### src/rtl/seq_gen_pkg.sv
// Shared constants for the serial pattern transmitter: FSM encoding,
// default geometry and the idle line level.
package seq_gen_pkg;

   localparam int unsigned PAT_W_DEF = 4;
   localparam int unsigned CNT_W_DEF = 8;

   localparam logic IDLE_BIT_DEF = 1'b0;

   localparam logic [1:0] ST_IDLE  = 2'd0;
   localparam logic [1:0] ST_SHIFT = 2'd1;
   localparam logic [1:0] ST_GAP   = 2'd2;
   localparam logic [1:0] ST_DONE  = 2'd3;

endpackage : seq_gen_pkg

### src/rtl/seq_gen_if.sv
// Command handshake and serial output bundle between a command source
// (master) and the transmitter (slave).
interface seq_gen_if
   import seq_gen_pkg::*;
#(
   parameter int unsigned PAT_W = PAT_W_DEF,
   parameter int unsigned CNT_W = CNT_W_DEF
);

   logic             cmdValid;
   logic             cmdReady;
   logic [PAT_W-1:0] cmdPat;
   logic [CNT_W-1:0] cmdRep;
   logic [CNT_W-1:0] cmdGap;
   logic             seqOut;
   logic             seqValid;
   logic             frameStart;
   logic             busy;
   logic             done;

   modport master (
      output cmdValid, cmdPat, cmdRep, cmdGap,
      input  cmdReady, seqOut, seqValid, frameStart, busy, done
   );

   modport slave (
      input  cmdValid, cmdPat, cmdRep, cmdGap,
      output cmdReady, seqOut, seqValid, frameStart, busy, done
   );

endinterface : seq_gen_if

### src/rtl/seq_down_cnt.sv
// Loadable decrement-only counter with a registered value and a decoded
// "equals one" flag used as the loop-exit condition.
module seq_down_cnt
   import seq_gen_pkg::*;
#(
   parameter int unsigned CNT_W = CNT_W_DEF
) (
   input  logic             clk,
   input  logic             rst,
   input  logic             load_i,
   input  logic             dec_i,
   input  logic [CNT_W-1:0] load_val_i,
   output logic             is_one_c_o
);

   logic [CNT_W-1:0] cnt_q;
   logic [CNT_W-1:0] cnt_d;

   // Load wins over decrement; saturate at zero rather than wrap.
   always_comb begin
      cnt_d = cnt_q;
      if (load_i) begin
         cnt_d = load_val_i;
      end else if (dec_i && (cnt_q != '0)) begin
         cnt_d = cnt_q - CNT_W'(1);
      end
   end

   always_ff @(posedge clk or negedge rst) begin
      if (!rst) begin
         cnt_q <= '0;
      end else begin
         cnt_q <= cnt_d;
      end
   end

   assign is_one_c_o = (cnt_q == CNT_W'(1));

endmodule : seq_down_cnt

### src/rtl/seq_gen.sv
// Serial pattern transmitter: sends a latched pattern MSB-first, a given
// number of times with idle gaps between frames, then pulses done.
module seq_gen
   import seq_gen_pkg::*;
#(
   parameter int unsigned PAT_W    = PAT_W_DEF,
   parameter int unsigned CNT_W    = CNT_W_DEF,
   parameter logic        IDLE_BIT = IDLE_BIT_DEF
) (
   input  logic      clk,
   input  logic      rst,
   seq_gen_if.slave  bus
);

   localparam int unsigned        BIT_W   = $clog2(PAT_W);
   localparam logic [BIT_W-1:0]   BIT_MAX = BIT_W'(PAT_W - 1);

   logic [1:0]       state_q, state_d;
   logic [BIT_W-1:0] bit_q, bit_d;
   logic [PAT_W-1:0] pat_q, pat_d;
   logic [CNT_W-1:0] gap_q, gap_d;

   logic seq_out_q, seq_out_d;
   logic seq_valid_q, seq_valid_d;
   logic frame_start_q, frame_start_d;
   logic busy_q, busy_d;
   logic done_q, done_d;

   logic accept_c;
   logic rep_load_c, rep_dec_c, rep_one_c;
   logic gap_load_c, gap_dec_c, gap_one_c;

   assign accept_c = bus.cmdValid && (state_q == ST_IDLE);

   seq_down_cnt #(.CNT_W(CNT_W)) u_rep_cnt (
      .clk        (clk),
      .rst        (rst),
      .load_i     (rep_load_c),
      .dec_i      (rep_dec_c),
      .load_val_i (bus.cmdRep),
      .is_one_c_o (rep_one_c)
   );

   seq_down_cnt #(.CNT_W(CNT_W)) u_gap_cnt (
      .clk        (clk),
      .rst        (rst),
      .load_i     (gap_load_c),
      .dec_i      (gap_dec_c),
      .load_val_i (gap_q),
      .is_one_c_o (gap_one_c)
   );

   // Next state, then outputs decoded from the next state so the
   // registered outputs line up with the state they describe.
   always_comb begin
      state_d       = state_q;
      bit_d         = bit_q;
      pat_d         = pat_q;
      gap_d         = gap_q;
      rep_load_c    = 1'b0;
      rep_dec_c     = 1'b0;
      gap_load_c    = 1'b0;
      gap_dec_c     = 1'b0;
      seq_out_d     = IDLE_BIT;
      seq_valid_d   = 1'b0;
      frame_start_d = 1'b0;
      busy_d        = 1'b0;
      done_d        = 1'b0;

      case (state_q)
         ST_IDLE: begin
            if (accept_c) begin
               pat_d = bus.cmdPat;
               gap_d = bus.cmdGap;
               if (bus.cmdRep == '0) begin
                  state_d = ST_DONE;
               end else begin
                  state_d    = ST_SHIFT;
                  bit_d      = BIT_MAX;
                  rep_load_c = 1'b1;
               end
            end
         end
         ST_SHIFT: begin
            if (bit_q != '0) begin
               bit_d = bit_q - BIT_W'(1);
            end else begin
               rep_dec_c = 1'b1;
               if (rep_one_c) begin
                  state_d = ST_DONE;
               end else if (gap_q == '0) begin
                  bit_d = BIT_MAX;
               end else begin
                  state_d    = ST_GAP;
                  gap_load_c = 1'b1;
               end
            end
         end
         ST_GAP: begin
            gap_dec_c = 1'b1;
            if (gap_one_c) begin
               state_d = ST_SHIFT;
               bit_d   = BIT_MAX;
            end
         end
         ST_DONE: begin
            state_d = ST_IDLE;
         end
         default: begin
            state_d = ST_IDLE;
         end
      endcase

      busy_d = (state_d != ST_IDLE);
      done_d = (state_d == ST_DONE);
      if (state_d == ST_SHIFT) begin
         seq_out_d     = pat_d[bit_d];
         seq_valid_d   = 1'b1;
         frame_start_d = (bit_d == BIT_MAX);
      end
   end

   always_ff @(posedge clk or negedge rst) begin
      if (!rst) begin
         state_q       <= ST_IDLE;
         bit_q         <= '0;
         pat_q         <= '0;
         gap_q         <= '0;
         seq_out_q     <= IDLE_BIT;
         seq_valid_q   <= 1'b0;
         frame_start_q <= 1'b0;
         busy_q        <= 1'b0;
         done_q        <= 1'b0;
      end else begin
         state_q       <= state_d;
         bit_q         <= bit_d;
         pat_q         <= pat_d;
         gap_q         <= gap_d;
         seq_out_q     <= seq_out_d;
         seq_valid_q   <= seq_valid_d;
         frame_start_q <= frame_start_d;
         busy_q        <= busy_d;
         done_q        <= done_d;
      end
   end

   assign bus.cmdReady   = (state_q == ST_IDLE);
   assign bus.seqOut     = seq_out_q;
   assign bus.seqValid   = seq_valid_q;
   assign bus.frameStart = frame_start_q;
   assign bus.busy       = busy_q;
   assign bus.done       = done_q;

endmodule : seq_gen

### src/flat_wrapper.sv
// flat-port wrapper written by rule: the top's interface ports become plain ports
module seq_gen_flat import seq_gen_pkg::*;
#(
   parameter int unsigned PAT_W    = PAT_W_DEF,
   parameter int unsigned CNT_W    = CNT_W_DEF,
   parameter logic        IDLE_BIT = IDLE_BIT_DEF
)
  (clk, rst, bus_cmdValid, bus_cmdPat, bus_cmdRep, bus_cmdGap, bus_cmdReady, bus_seqOut, bus_seqValid, bus_frameStart, bus_busy, bus_done);
  seq_gen_if #(.PAT_W(PAT_W), .CNT_W(CNT_W)) bus_i ();
  input  logic clk;
  input  logic rst;
  input wire logic [$bits(bus_i.cmdValid)-1:0] bus_cmdValid;
  input wire logic [$bits(bus_i.cmdPat)-1:0] bus_cmdPat;
  input wire logic [$bits(bus_i.cmdRep)-1:0] bus_cmdRep;
  input wire logic [$bits(bus_i.cmdGap)-1:0] bus_cmdGap;
  output wire logic [$bits(bus_i.cmdReady)-1:0] bus_cmdReady;
  output wire logic [$bits(bus_i.seqOut)-1:0] bus_seqOut;
  output wire logic [$bits(bus_i.seqValid)-1:0] bus_seqValid;
  output wire logic [$bits(bus_i.frameStart)-1:0] bus_frameStart;
  output wire logic [$bits(bus_i.busy)-1:0] bus_busy;
  output wire logic [$bits(bus_i.done)-1:0] bus_done;
  assign bus_i.cmdValid = bus_cmdValid;
  assign bus_i.cmdPat = bus_cmdPat;
  assign bus_i.cmdRep = bus_cmdRep;
  assign bus_i.cmdGap = bus_cmdGap;
  assign bus_cmdReady = bus_i.cmdReady;
  assign bus_seqOut = bus_i.seqOut;
  assign bus_seqValid = bus_i.seqValid;
  assign bus_frameStart = bus_i.frameStart;
  assign bus_busy = bus_i.busy;
  assign bus_done = bus_i.done;
  seq_gen #(.PAT_W(PAT_W), .CNT_W(CNT_W), .IDLE_BIT(IDLE_BIT)) u_core (.clk(clk), .rst(rst), .bus(bus_i));
endmodule
### config.mk
export PLATFORM = sky130hd
export DESIGN_NAME = seq_gen_flat
export DESIGN_NICKNAME = d
export VERILOG_FILES = /design/src/rtl/seq_gen_pkg.sv /design/src/rtl/seq_gen_if.sv /design/src/rtl/seq_down_cnt.sv /design/src/rtl/seq_gen.sv /design/src/flat_wrapper.sv
export SDC_FILE = /design/constraint.sdc
export NUM_CORES = 1
export LEC_CHECK = 0
export CELL_PAD_IN_SITES_DETAIL_PLACEMENT = 0
export CELL_PAD_IN_SITES_GLOBAL_PLACEMENT = 2
export CORE_AREA = 2 2 78 80
export DETAILED_ROUTE_END_ITERATION = 8
export DIE_AREA = 0 0 80 82
export GPL_TIMING_DRIVEN = 0
export PLACE_DENSITY = 0.87
export RECOVER_POWER = 50
export REMOVE_ABC_BUFFERS = 1
export SLEW_MARGIN = 30
export SYNTH_ARGS = -nofsm -noshare
export SYNTH_HDL_FRONTEND = slang
export SYNTH_SLANG_ARGS = --single-unit
### constraint.sdc
create_clock -name clk -period 3.8 [get_ports clk]
set_input_delay 0.76 -clock clk [delete_from_list [all_inputs] [get_ports clk]]
set_output_delay 0.76 -clock clk [all_outputs]
set_load 0.02 [all_outputs]
==> key figures, run 1 <==
Die
  • Die area: 6560 sq um
  • Core Region: 5750 sq um
  • Die width: 80 um
  • Die Span Y: 82 um
  • Num ports: 29
  • Initial Utilization: 33.7%
  • Row count: 28

Logic synthesis
  • Post-synth ARST share: 100%
  • Number of synthesized flops with an enable pin: 0
  • Post-Syn Instances: 209
  • Post-synth top area cell: dfrtp_1
  • Seq/Total Area, Yosys: 47.8%
  • Syn Std Cell Area: 1940 sq um
  • Post-Synth XOR/XNOR Area: 2.71%
  • Main combinational cell family by area after synthesis: simple AND/OR/NAND/NOR gates
  • Mux cell area share after synthesis: 1.03%
  • Largest cells by area after synthesis: dfrtp_1 48%, nand2_1 10%, ha_1 3.9%
  • Syn avg cell area: 9.27 sq um
  • Top-area cell type share of the netlist area: 47.8%
  • Adder-Cell Fraction of Synth Area: 3.88%
  • #FFs+latches synth: 37
  • Library cells used by synthesis: 51
  • Ys Warns: 0
  • Ys flop type: dfrtp_1
  • Synth Area in Compound Gates: 13.6%
  • Post-Synth Simple-Gate Area: 28.3%

Timing
  • RSZ-0062 raised after global routing: no
  • Slew Limit Fails: 0
  • Slew of the pin with the lowest slew margin: 1.49 ns
  • Slew margin rel.: 0.431%
  • Post-layout min period: 3.06 ns
  • Worst setup margin: 0.740 ns
  • Final hold violations: 0
  • Highest Clock Rate: 0.327 GHz
  • Clock Skews: 0.00970 ns
  • Setup-failing EPs final: 0
  • TNS Setup: 0 ns
  • Final Cycle Share: 80.5%

Critical path
  • Reg2reg path depth: 6
  • Most used cell, CP: a31oi_1
  • Crit path DAT: 3.27 ns
  • Crit path kind: in2reg
  • Worst setup SP type: input pin
  • Worst-path cell chain: dlygate4sd3_1, or3b_1, a21oi_1, a31oi_1, a31oi_1, nand3_1, o22ai_1
  • R2r endpoint: u_core.bus.seqOut$_DFF_PN0_
  • Crit path max-delay family: compound AO/OA/AOI/OAI gates
  • CP max FO: 13
  • Worst R2R Setup Slack: 1.27 ns
  • Critical Path Max Stage Delay: 0.74 ns
  • Crit. End Element: flip-flop
  • CP required: 4.01 ns
  • Reg-to-reg critical path startpoint: u_core.state_q[0]$_DFF_PN0_
  • Critical path depth: 7
  • Slowest stage cell, crit path: a21oi_1
  • Worst Path Buf+Inv: 1

Clocking
  • Clk_lat worst skew: 0.29 ns
  • Clock slew at reported path FFs: 0.08 ns
  • Count of clock tree sinks: 37
  • Post-CTS sizing: 0
  • Root Buffer: clkbuf_8
  • Hold_buf cts: 0
  • TritonCTS clock tree: yes
  • Cts bufs inserted: 5
  • CTS max path bufs: 2
  • H-tree depth: 2
  • Post-CTS Setup Inserts: 0

Drt
  • Pre-antenna DRT Iters: 4
  • First DRT Iteration DRCs: 51
  • Met2 WL: 1870 um
  • WL per Instance: 13.0 um
  • Routed wire length: 4110 um
  • Metal1 wirelength: 2030 um
  • Vias per cell: 4.87
  • DR vias: 1540
  • DRC Markers: 0
  • Highest routing layer actually used: met4
  • Met3 wire length: 144 um
  • Post-DRT Antenna Nets: 0

Job
  • Maxcap violations: 1

Power
  • P per Cell Area: 787 nW/um^2
  • LEAKAGE: 0.00105 uW
  • Peak VDD IR: 0.000389 V

Placement
  • PortBufs: 28
  • DP Worst Slack: 0.480 ns
  • Placed cell count: 308
  • Post-DP HPWL: 3010 um
  • Gpl congestion: 0.804

Cells and area
  • Nets@finish: 269
  • Area growth, synth to finish: 24.2%
  • Share of cells above drive strength 1: 7.47%
  • ANT cells: 0
  • Non-filler cells, final: 316
  • Most frequent cells in the layout: 53 x nand2_1, 37 x dfrtp_1, 26 x clkdlybuf4s50_1
  • Sequential cell area: 926 sq um
  • Area occupied by multi-input gates: 958 sq um
  • Commonest non-fill, non-tap cell in the layout: nand2_1
  • Final Util: 41.9%
  • Fillers: 590

Global route
  • Vias in the first global route: 1459
  • Largest net degree at the start of global routing: 28
  • Initial antenna violation count: 0
  • Global-route wire length before repair: 6980 um
  • Total congestion overflow: 0
  • Tot GR Track Use: 13.9%

Min path
  • Hold Path Class: in2async

Run status
  • Failing checks: capacitance limit
  • Status: finished, violations left
==> final cells by class <==
cell class | instances | share of cell area (%)
Clock buffer | 6 | 3.43
Clock inverter | 2 | 1.56
Inverter | 8 | 1.25
Multi-Input combinational cell | 159 | 39.8
Sequential cell | 37 | 38.5
Tap cell | 75 | 3.90
Timing Repair Buffer | 29 | 11.5
==> routing by layer <==
| metal | GRT usage [%] | vias to the layer above |
|---|---|---|
| li1 | - | 789 |
| met1 | 18.9 | 716 |
| met2 | 21.7 | 31 |
| met3 | 3.19 | 4 |
| met4 | 5.08 | 0 |
| met5 | 0 | - |
==> flip-flops by register name (all words and copies together) (netlist names) <==
signal and cells:
u_core.bit_q 2, u_core.bus.busy 1, u_core.bus.done 1, u_core.bus.frameStart 1
u_core.bus.seqOut 1, u_core.bus.seqValid 1, u_core.gap_q 8, u_core.pat_q 4
u_core.state_q 2, u_core.u_gap_cnt.cnt_q 8, u_core.u_rep_cnt.cnt_q 8
==> worst max path at each step <==
stage,end,slack (ns),startpoint
6_report,u_core.bus.seqOut$_DFF_PN0_,0.74,bus_cmdValid
3_5_place_dp,u_core.bus.seqOut$_DFF_PN0_,0.48,bus_cmdValid
3_3_place_gp,u_core.bus.seqOut$_DFF_PN0_,0.44,bus_cmdValid
5_1_grt,u_core.bus.seqOut$_DFF_PN0_,0.50,bus_cmdValid
4_1_cts,u_core.bus.seqOut$_DFF_PN0_,0.76,bus_cmdValid
2_1_floorplan,u_core.bus.seqOut$_DFF_PN0_,1.45,bus_cmdValid
==> logic make-up (layout without fill, tap and decap cells) <==
| family | Yosys count | after routing |
|---|---|---|
| adder cells (fa/ha/maj) | 6 | 6 |
| XOR/XNOR | 6 | 6 |
| multiplexers | 2 | 2 |
| buffers and inverters | 13 | 45 |
| flip-flops | 37 | 37 |
| AND/OR/NAND/NOR | 106 | 106 |
| AO/OA/AOI/OAI | 39 | 39 |
==> worst register-to-register path, delay by kind of cell, from the launching register on <==
family	cells	cell delay, ns
AO/OA/AOI/OAI	4	1.27
flip-flops	1	0.44
AND/OR/NAND/NOR	2	0.75
==> report_power, final <==
group | internal [uW] | leakage (uW) | switching [uW]
registers | 575 | 0.000462 | 160
logic | 357 | 0.000527 | 435
clock network | 213 | 0.0000574 | 152
total | 1150 | 0.00105 | 747
==> metrics by stage <==
| step | power, uW | cell area (sq um) | hold WS [ns] |
|---|---|---|---|
| floorplan | 1300 | 1910 | 0.440 |
| global placement | 1540 | 2290 | 0.461 |
| detailed placement | 1540 | 2300 | 0.463 |
| CTS | 1910 | 2420 | 0.336 |
| global route | 2060 | 2410 | 0.469 |
| finish | 1890 | 2410 | 0.433 |
==> Yosys cell counts, types with 2 or more instances <==
library cell   n
nand2_1       53
dfrtp_1       37
nor2_1        12
a21oi_1        8
inv_1          7
nand3_1        7
ha_1           6
o21ai_0        5
o21ai_1        5
clkbuf_1       4
nand2b_1       4
nor4_1         4
or3_1          4
a21o_1         3
a221o_1        3
o211ai_1       3
xnor2_1        3
xor2_1         3
a31oi_1        2
mux2i_1        2
nand4_1        2
or3b_1         2
or4_4          2
No activity file was read; power rests on OpenSTA's default activity.
==> run 2, diff against run 1 <==
--- a/config.mk
+++ b/config.mk
@@ -7,11 +7,11 @@
 export LEC_CHECK = 0
 export CELL_PAD_IN_SITES_DETAIL_PLACEMENT = 0
 export CELL_PAD_IN_SITES_GLOBAL_PLACEMENT = 2
-export CORE_AREA = 2 2 78 80
+export CORE_AREA = 2 2 84 86
 export DETAILED_ROUTE_END_ITERATION = 8
-export DIE_AREA = 0 0 80 82
+export DIE_AREA = 0 0 86 88
 export GPL_TIMING_DRIVEN = 0
-export PLACE_DENSITY = 0.87
+export PLACE_DENSITY = 0.8
 export RECOVER_POWER = 50
 export REMOVE_ABC_BUFFERS = 1
 export SLEW_MARGIN = 30
==> constraint.sdc (replaced) <==
create_clock -name clk -period 2.5 [get_ports clk]
set_input_delay 0.5 -clock clk [delete_from_list [all_inputs] [get_ports clk]]
set_output_delay 0.5 -clock clk [all_outputs]
set_load 0.02 [all_outputs]
==> run 2 against run 1 <==
The flow now finishes without violations. Setup slack got worse by 0.58 ns. Non-clock buffer count increased by 1. Largest cell class unchanged. Sequential power increased by 51%. Design area increased by 1.6%. Critical path depth decreased by 1. Highest routed layer unchanged. Die area increased by 15%.
==> key figures, run 2 (synthesis results as in run 1) <==
Cells and area
  • Commonest non-fill, non-tap cell in the layout: nand2_1
  • Sequential cell area: 926 sq um
  • Fillers: 680
  • Non-filler cells, final: 322
  • Nets@finish: 270
  • Share of cells above drive strength 1: 9.09%
  • Most frequent cells in the layout: 53 x nand2_1, 37 x dfrtp_1, 26 x clkdlybuf4s50_1
  • Post-layout instance area: 2440 sq um
  • ANT cells: 0
  • Area occupied by multi-input gates: 982 sq um
  • Area growth, synth to finish: 26.2%
  • Largest regs: u_core.gap_q x8, u_core.u_gap_cnt.cnt_q x8, u_core.u_rep_cnt.cnt_q x8

Drt
  • DR vias: 1583
  • Pre-antenna DRT Iters: 4
  • DRC Markers: 0
  • Routed wire length: 4270 um
  • WL per Instance: 13.3 um
  • First DRT Iteration DRCs: 31
  • Vias per cell: 4.92
  • Post-DRT Antenna Nets: 0

Global route
  • Global-route wire length before repair: 7470 um
  • Initial antenna violation count: 0
  • Vias in the first global route: 1581
  • Largest net degree at the start of global routing: 27
  • Total congestion overflow: 0
  • Tot GR Track Use: 12.6%

Job
  • Maxcap violations: 0

Clocking
  • Cts bufs inserted: 5
  • Count of clock tree sinks: 37
  • H-tree depth: 2
  • Clk_lat worst skew: 0.29 ns
  • Root Buffer: clkbuf_8
  • TritonCTS clock tree: yes
  • Hold_buf cts: 0
  • CTS max path bufs: 2
  • Clock slew at reported path FFs: 0.08 ns

Placement
  • PortBufs: 28
  • Post-DP Area: 2310 sq um
  • Placed cell count: 313
  • Post-DP HPWL: 3100 um
  • Gpl congestion: 0.788

Die
  • Die area: 7570 sq um
  • Num ports: 29
  • Die width: 86 um
  • Die Span Y: 88 um
  • Row count: 30
  • Core Region: 6640 sq um
  • Initial Utilization: 29.2%

Timing
  • RSZ-0062 raised after global routing: no
  • WHS: 0.197 ns
  • Highest Clock Rate: 0.428 GHz
  • Slew Limit Fails: 0
  • Clock Skews: 0.00563 ns
  • Setup-failing EPs final: 0
  • TNS Setup: 0 ns
  • Slew of the pin with the lowest slew margin: 1.44 ns
  • Final hold violations: 0
  • Post-layout min period: 2.34 ns
  • Slew margin rel.: 4.12%
  • Final Cycle Share: 93.5%

Critical path
  • Crit path DAT: 2.52 ns
  • CP required: 2.68 ns
  • Worst R2R Setup Slack: 0.16 ns
  • Reg2reg path depth: 6
  • Reg-to-reg critical path startpoint: u_core.u_rep_cnt.cnt_q[4]$_DFFE_PN0P_
  • CP max FO: 11
  • R2r endpoint: u_core.u_gap_cnt.cnt_q[5]$_DFFE_PN0P_
  • Crit. End Element: flip-flop
  • Crit path kind: reg2reg
  • Worst setup SP type: flip-flop

Min path
  • Hold Path Class: in2async

Power
  • LEAKAGE: 0.00106 uW
  • Peak VDD IR: 0.000475 V
  • P per Cell Area: 1180 nW/um^2

Run status
  • Status: finished clean
## run 2: changes by cell type in the layout (fill, tap and decap cells not counted)
cell / before / now
a21oi_4: 0 / 1
nor4_1: 4 / 2
and2_1: 0 / 1
buf_4: 0 / 1
a21oi_1: 8 / 7
and2_0: 1 / 0
nor4_2: 1 / 3
## run 2: critical path, stage by stage, from the launching register on
cell and delay, ns:
dfrtp_1 0.41, or3_1 0.18, nor4_2 0.07, a2111oi_1 0.65, and2b_1 0.43, o21ai_0 0.16, a221o_1 0.31
## run 2: worst max path at each step
stage / start / to / slack (ns) / cells past startpoint
floorplan: bus_cmdValid / u_core.bus.seqOut$_DFF_PN0_ / 0.41 / 6
global placement: bus_cmdValid / u_core.bus.seqOut$_DFF_PN0_ / -0.62 / 7
detailed placement: bus_cmdValid / u_core.bus.seqOut$_DFF_PN0_ / -0.61 / 7
CTS: bus_cmdRep[1] / u_core.bus.seqOut$_DFF_PN0_ / 0.09 / 7
global route: u_core.u_rep_cnt.cnt_q[4]$_DFFE_PN0P_ / u_core.u_gap_cnt.cnt_q[5]$_DFFE_PN0P_ / 0.004 / 6
finish: u_core.u_rep_cnt.cnt_q[4]$_DFFE_PN0P_ / u_core.u_gap_cnt.cnt_q[5]$_DFFE_PN0P_ / 0.16 / 6
## run 2: where the power goes
group / total, uW / switching [uW] / leakage [uW] / internal (uW)
registers: 1110 / 238 / 0.000462 / 873
clock network: 550 / 226 / 0.0000574 / 324
logic: 1230 / 680 / 0.000536 / 551
total: 2890 / 1140 / 0.00106 / 1750
## run 2: routing by layer
metal,GRT usage (%),wire (um)
met1,16.0,2090
met2,21.0,1970
met4,5.19,78
met3,2.64,124
met5,0,0
## run 2: layout make-up
cell class | instances | area share, %
clock inverters | 2 | 1.54
repair buffers | 30 | 11.7
multi-input cells | 159 | 40.2
clock buffers | 6 | 3.38
inverters | 8 | 1.23
flip-flops and latches | 37 | 37.9
well taps | 80 | 4.10
## run 2: through the flow
stage / total power [uW] / worst slack (ns) / utilization [%]
6_report: 2890 / 0.164 / 36.8
5_1_grt: 3150 / 0.00415 / 36.8
4_1_cts: 2920 / 0.0918 / 36.8
3_5_place_dp: 2350 / -0.613 / 34.8
3_3_place_gp: 2340 / -0.624 / 34.5
2_1_floorplan: 1970 / 0.406 / -
## run 2: timing repair
| item | 4_1_cts | 5_1_grt |
|---|---|---|
| setup buffers | 0 | 1 |
| setup endpoints to repair | 5 | 1 |
| gates resized for setup | 3 | 1 |
| pin swaps | 0 | 0 |
